File: src/rtl/automata_frame_pkg.sv
// Shared definitions for the cellular-automaton generation scheduler.
// Holds the scheduler state encoding, Avalon register indices and
// the bit positions of the CTRL and STATUS register fields.
package automata_frame_pkg;

    typedef enum logic [1:0] {
        ST_IDLE      = 2'd0,
        ST_WAIT_TICK = 2'd1,
        ST_COMPUTE   = 2'd2,
        ST_SWAP_WAIT = 2'd3
    } state_t;

    localparam logic [2:0] ADDR_CTRL      = 3'd0;
    localparam logic [2:0] ADDR_RATE      = 3'd1;
    localparam logic [2:0] ADDR_GEN_COUNT = 3'd2;
    localparam logic [2:0] ADDR_STATUS    = 3'd3;

    localparam int CTRL_RUN    = 0;
    localparam int CTRL_STEP   = 1;
    localparam int CTRL_IRQ_EN = 2;

    localparam int STAT_BUSY      = 0;
    localparam int STAT_DISP_BANK = 1;
    localparam int STAT_SWAP_PEND = 2;
    localparam int STAT_IRQ       = 3;

endpackage

File: src/rtl/automata_frame_ctrl_frame_divider.sv
// Purpose: counts vblank pulses and emits a tick when the count reaches RATE (RATE=0 acts as 1).
// Ports: i_en gates counting, i_clr zeroes the count, i_vblank/i_rate in, o_tick combinational out.
// Latency: o_tick is asserted in the same cycle as the qualifying vblank; no backpressure.
module frame_divider #(
    parameter int RATE_W = 8
) (
    input  logic              clk,
    input  logic              reset_n,
    input  logic              i_en,
    input  logic              i_clr,
    input  logic              i_vblank,
    input  logic [RATE_W-1:0] i_rate,
    output logic              o_tick
);

    logic [RATE_W-1:0] r_cnt;
    logic [RATE_W-1:0] w_rate_eff;
    logic [RATE_W:0]   w_cnt_next;

    assign w_rate_eff = (i_rate == '0) ? RATE_W'(1) : i_rate;
    // One extra bit so the +1 can never wrap past the compare value.
    assign w_cnt_next = {1'b0, r_cnt} + (RATE_W+1)'(1);
    // >= rather than == so a RATE lowered below the running count fires on the next vblank.
    assign o_tick     = i_en & i_vblank & (w_cnt_next >= {1'b0, w_rate_eff});

    always_ff @(posedge clk) begin
        if (!reset_n) begin
            r_cnt <= '0;
        end else if (i_clr || o_tick) begin
            r_cnt <= '0;
        end else if (i_en && i_vblank) begin
            r_cnt <= w_cnt_next[RATE_W-1:0];
        end
    end

endmodule

File: src/rtl/automata_frame_ctrl.sv
// Purpose: generation scheduler; owns display/source bank select, starts the engine every RATE frames, swaps banks in vblank.
// Ports: Avalon slave (chipselect/write/read/address/writedata/readdata), vblank_pulse, eng_start/eng_done, src_bank, disp_bank, irq.
// Latency: reads return one cycle after the strobe, writes land next cycle; no wait states, no backpressure.
module automata_frame_ctrl #(
    parameter int GEN_W  = 32,
    parameter int RATE_W = 8
) (
    input  logic        clk,
    input  logic        reset_n,
    input  logic        chipselect,
    input  logic        write,
    input  logic        read,
    input  logic [2:0]  address,
    input  logic [31:0] writedata,
    output logic [31:0] readdata,
    input  logic        vblank_pulse,
    output logic        eng_start,
    input  logic        eng_done,
    output logic        src_bank,
    output logic        disp_bank,
    output logic        irq
);
    import automata_frame_pkg::*;

    state_t            r_state;
    logic              r_run;
    logic              r_irq_en;
    logic              r_step_req;
    logic [RATE_W-1:0] r_rate;
    logic [GEN_W-1:0]  r_gen_count;
    logic              r_irq_flag;
    logic              r_disp_bank;
    logic              r_src_bank;
    logic              r_eng_start;
    logic [31:0]       r_readdata;

    logic        w_wr;
    logic        w_rd;
    logic        w_tick;
    logic        w_div_en;
    logic        w_div_clr;
    logic        w_swap;
    logic        w_step_wr;
    logic        w_gen_wr;
    logic        w_irq_clr;
    logic [31:0] w_rdata;
    logic        w_unused_wdata;

    assign w_wr      = chipselect & write;
    assign w_rd      = chipselect & read;
    assign w_div_en  = (r_state == ST_WAIT_TICK);
    assign w_div_clr = (r_state == ST_IDLE);
    assign w_swap    = (r_state == ST_SWAP_WAIT) & vblank_pulse;
    // A step only counts when the same write leaves run cleared.
    assign w_step_wr = w_wr & (address == ADDR_CTRL) & writedata[CTRL_STEP] & ~writedata[CTRL_RUN];
    assign w_gen_wr  = w_wr & (address == ADDR_GEN_COUNT);
    assign w_irq_clr = w_wr & (address == ADDR_STATUS) & writedata[STAT_IRQ];
    assign w_unused_wdata = ^writedata[31:RATE_W];

    frame_divider #(
        .RATE_W (RATE_W)
    ) u_frame_divider (
        .clk      (clk),
        .reset_n  (reset_n),
        .i_en     (w_div_en),
        .i_clr    (w_div_clr),
        .i_vblank (vblank_pulse),
        .i_rate   (r_rate),
        .o_tick   (w_tick)
    );

    always_comb begin
        w_rdata = '0;
        case (address)
            ADDR_CTRL: begin
                w_rdata[CTRL_RUN]    = r_run;
                w_rdata[CTRL_IRQ_EN] = r_irq_en;
            end
            ADDR_RATE:      w_rdata = 32'(r_rate);
            ADDR_GEN_COUNT: w_rdata = 32'(r_gen_count);
            ADDR_STATUS: begin
                w_rdata[STAT_BUSY]      = (r_state != ST_IDLE);
                w_rdata[STAT_DISP_BANK] = r_disp_bank;
                w_rdata[STAT_SWAP_PEND] = (r_state == ST_SWAP_WAIT);
                w_rdata[STAT_IRQ]       = r_irq_flag;
            end
            default: w_rdata = '0;
        endcase
    end

    // Host-owned configuration and read data register.
    always_ff @(posedge clk) begin
        if (!reset_n) begin
            r_run      <= 1'b0;
            r_irq_en   <= 1'b0;
            r_rate     <= RATE_W'(1);
            r_readdata <= '0;
        end else begin
            if (w_wr && (address == ADDR_CTRL)) begin
                r_run    <= writedata[CTRL_RUN];
                r_irq_en <= writedata[CTRL_IRQ_EN];
            end
            if (w_wr && (address == ADDR_RATE)) begin
                r_rate <= writedata[RATE_W-1:0];
            end
            if (w_rd) begin
                r_readdata <= w_rdata;
            end
        end
    end

    // Scheduler FSM plus every register it shares with the host.
    always_ff @(posedge clk) begin
        if (!reset_n) begin
            r_state     <= ST_IDLE;
            r_step_req  <= 1'b0;
            r_gen_count <= '0;
            r_irq_flag  <= 1'b0;
            r_disp_bank <= 1'b0;
            r_src_bank  <= 1'b0;
            r_eng_start <= 1'b0;
        end else begin
            r_eng_start <= 1'b0;

            // Later assignments win: a running scheduler discards steps.
            if (w_swap)    r_step_req <= 1'b0;
            if (w_step_wr) r_step_req <= 1'b1;
            if (r_run)     r_step_req <= 1'b0;

            // Host clear beats a same-cycle increment.
            if (w_gen_wr) begin
                r_gen_count <= '0;
            end else if (w_swap) begin
                r_gen_count <= r_gen_count + GEN_W'(1);
            end

            // A completion event is never lost to a same-cycle host clear.
            if (w_swap) begin
                r_irq_flag <= 1'b1;
            end else if (w_irq_clr) begin
                r_irq_flag <= 1'b0;
            end

            case (r_state)
                ST_IDLE: begin
                    if (r_run || r_step_req) r_state <= ST_WAIT_TICK;
                end
                ST_WAIT_TICK: begin
                    if (w_tick) begin
                        r_eng_start <= 1'b1;
                        r_src_bank  <= r_disp_bank;
                        r_state     <= ST_COMPUTE;
                    end else if (!r_run && !r_step_req) begin
                        r_state <= ST_IDLE;
                    end
                end
                // A vblank coincident with eng_done is not used for the swap.
                ST_COMPUTE: begin
                    if (eng_done) r_state <= ST_SWAP_WAIT;
                end
                ST_SWAP_WAIT: begin
                    if (vblank_pulse) begin
                        r_disp_bank <= ~r_disp_bank;
                        r_src_bank  <= ~r_src_bank;
                        r_state     <= r_run ? ST_WAIT_TICK : ST_IDLE;
                    end
                end
                default: r_state <= ST_IDLE;
            endcase
        end
    end

    assign readdata  = r_readdata;
    assign eng_start = r_eng_start;
    assign src_bank  = r_src_bank;
    assign disp_bank = r_disp_bank;
    assign irq       = r_irq_flag & r_irq_en;

endmodule

File: config.mk
export PLATFORM = sky130hd
export DESIGN_NAME = automata_frame_ctrl
export DESIGN_NICKNAME = d
export VERILOG_FILES = /design/src/rtl/automata_frame_pkg.sv /design/src/rtl/automata_frame_ctrl_frame_divider.sv /design/src/rtl/automata_frame_ctrl.sv
export SDC_FILE = /design/constraint.sdc
export NUM_CORES = 1
export LEC_CHECK = 0
export ABC_AREA = 1
export CORE_UTILIZATION = 57
export DETAILED_ROUTE_END_ITERATION = 16
export HOLD_SLACK_MARGIN = 0.06
export PLACE_DENSITY = 0.86
export SYNTH_ARGS = -nofsm -noshare
export SYNTH_HDL_FRONTEND = slang
export SYNTH_SLANG_ARGS = --single-unit
export TNS_END_PERCENT = 30
File: constraint.sdc
create_clock -name clk -period 6.7 [get_ports clk]
set_input_delay 1.005 -clock clk [delete_from_list [all_inputs] [get_ports clk]]
set_output_delay 1.005 -clock clk [all_outputs]
set_load 0.01 [all_outputs]
==> qor.txt <==
Tcrit/Tclk final = 0.432
Final TNS setup = 0 ns
Vias = 4084
CTS resizes = 0
min-delay worst type = reg -> reg
worst-skew pair later-pin latency = 0.37 ns
Slowest-stage cell, CP = a21oi_2
# DRC = 0
Yosys top cell by area = dfxtp_1
CP required = 7.02 ns
Die Y = 89.3 microns
DR iter-0 viols = 345
Worst EP arrival = 3.21 ns
delay-heaviest family, CP = buffers and inverters
area of the die = 7980 sq um
Clk network pwr share = 0.340
Syn Std Cell Area = 4350 sq um
number of synthesized flops with an enable pin = 0
clock sink count = 89
first-pass GRT wire length = 17200 microns
critical path launch point type = primary input
yosys warns = 0
Lkg Pwr = 1.84 nW
clock-pin slew on the worst setup and hold paths = 0.09 ns
synthesized instance count = 588
Switching Power = 280 uW
H-tree depth = 3
final WL = 10600 microns
Post-DP HPWL = 7700 microns
Seq pwr share = 0.549
CP max FO = 40
asr flop ratio synth = 0
TritonCTS clock tree = built
Layout Nets = 689
IO Port Bufs = 53
switching portion of total power = 0.278
min Tclk post-route = 2.90 ns
status = finished clean
# diodes = 0
relative slew slack = 0.551
CP Class = in -> reg
worst-margin pin slew = 0.671 ns
Area Overhead vs Synth = 17.9%
GRT Overall Usage = 0.282
count leader, synth = nand2_1
final hold vios = 0
postcts setup bufs = 0
Critical path buffers and inverters = 4
num rows = 31
antenna viol nets, final = 0
largest net degree at the start of global routing = 61
Peak VDD IR = 99.7 uV
GP Congestion = 0.937
unrepaired setup endpoints after global routing = no
top_reg_cell synth = dfxtp_1
max cap viols = 0
Internal = 729 uW
DR vias/cell = 5.51
initial antenna violation count = 0
Syn Nets = 640
Post-CTS Hold Fix Bufs = 0
worst stage delay on the critical path = 0.48 ns
Pwr Density = 197 nW/um^2
Final Skew = 0.00737 ns
layout cells sized above 1 = 0.0826
drt first pass iters = 5
Die Wd = 89.3 microns
# IOs = 78
clk root buf = clkbuf_8
Post-synth top cells = nand2_1 (128), dfxtp_1 (89), inv_1 (67)
Seq/Total Area, Yosys = 0.410
Synth cell types = 43
Starting Density = 0.596
max-slew violations = 0
CP endpoint kind = register
Tot Pwr = 1.01 mW
largest cells by area after synthesis = dfxtp_1 (41%), nand2_1 (11%), a21oi_1 (7.4%), inv_1 (5.8%), o21ai_0 (4.7%)
crit-path cells = clkdlybuf4s50_1, buf_4, inv_1, a21oi_2, inv_2, a21oi_1, o21a_1
Core ar. = 7290 sq um
cts bufs inserted = 9
combinational power share = 0.111
total grt overflow = 0
area share of the leading cell type in the synthesized netlist = 0.410
highest clock rate = 0.345 GHz
FF+latch count, synth = 89
Avg Cell Area, Syn = 7.39 sq um
vias in the first global route = 3802
final setup vio count = 0
WL/cell = 14.3 microns
clock buffer depth = 2
sequential cells by signal, summed over array words and instances (netlist names), named ones only:
signal                 cells
src_bank                   1
eng_start                  1
r_irq_en                   1
r_run                      1
disp_bank                  1
readdata                  32
u_frame_divider.r_cnt      8
r_irq_flag                 1
r_gen_count               32
r_step_req                 1
r_state                    1
r_rate                     8
power by group through the flow:
stage	clock network (mW)	registers [mW]	logic, mW
final	0.343	0.554	0.112
after global routing	0.369	0.556	0.124
after CTS	0.346	0.554	0.112
after detailed placement	0	0.566	0.111
after global placement	0	0.566	0.108
after floorplan	0	0.570	0.0572
layer usage:
layer | part of all wire | global-route usage | up-vias
met1 | 0.44 | 0.356 | 1896
met4 | 0.018 | 0.117 | 0
li1 | - | - | 2042
met3 | 0.054 | 0.0619 | 21
met2 | 0.49 | 0.468 | 125
met5 | 0 | 0 | -
metrics by stage:
stage / hold WS, ns / instance area [sq um] / utilization / worst slack, ns / std cells
6_report: 0.468 / 5120 / 0.703 / 3.80 / 741
5_1_grt: 0.499 / 5120 / 0.703 / 3.67 / 741
4_1_cts: 0.468 / 5120 / 0.703 / 3.82 / 741
3_5_place_dp: 0.454 / 4940 / 0.678 / 3.44 / 725
3_3_place_gp: 0.459 / 4940 / 0.678 / 3.45 / 725
2_1_floorplan: 0.450 / 4350 / - / 4.53 / 588
area by class of cell:
| cell class | instances | area, sq um |
|---|---|---|
| well taps | 99 | 124 |
| inverters | 70 | 263 |
| clock buffers | 9 | 124 |
| multi-input cells | 411 | 2220 |
| clock inverters | 7 | 55.1 |
| repair buffers | 56 | 553 |
| fillers | 591 | 2170 |
| flip-flops and latches | 89 | 1780 |
worst paths after layout:
kind,from,endpoint,slack (ns),depth (start not counted)
max,reset_n,r_gen_count[12],3.80,7
min,readdata[0],readdata[0],0.47,2
max reg2reg,u_frame_divider.r_cnt[0],u_frame_divider.r_cnt[5],4.12,14
min reg2reg,readdata[0],readdata[0],0.47,2
worst min-delay path, stage by stage (launching register included):
cell and delay [ns]:
dfxtp_1 0.32, nand2_1 0.06, a21oi_1 0.05
kinds of logic (layout without fill, tap and decap cells):
group / count (synthesis) / in the layout / share of synthesized area
AOI/OAI and AO/OA: 131 / 131 / 0.164
DFF: 89 / 89 / 0.410
adders and majority gates: 10 / 10 / 0.0288
buffers and inverters: 88 / 142 / 0.0795
xor gates and xnor gates: 20 / 20 / 0.0403
and+or+nand+nor: 250 / 250 / 0.277
cell usage in the layout, fill, tap and decap left out, drive strengths merged:
cell type        n
nor3b            2
a22oi            1
o211ai           1
nor2            52
o22ai            1
a31oi            7
nand4           11
xnor2            4
o221ai           1
ha              10
nand3           24
a41o             1
inv             72
clkinvlp         2
a21oi           65
o21ai           45
dfxtp           89
nor3            21
clkinv           3
a211oi           5
nand2          136
buf              3
o2111ai          2
xor2            16
or2              1
nor4             3
o21a             2
clkbuf           9
clkdlybuf4s50   53
Note: power is estimated with default switching activity, not from simulation.
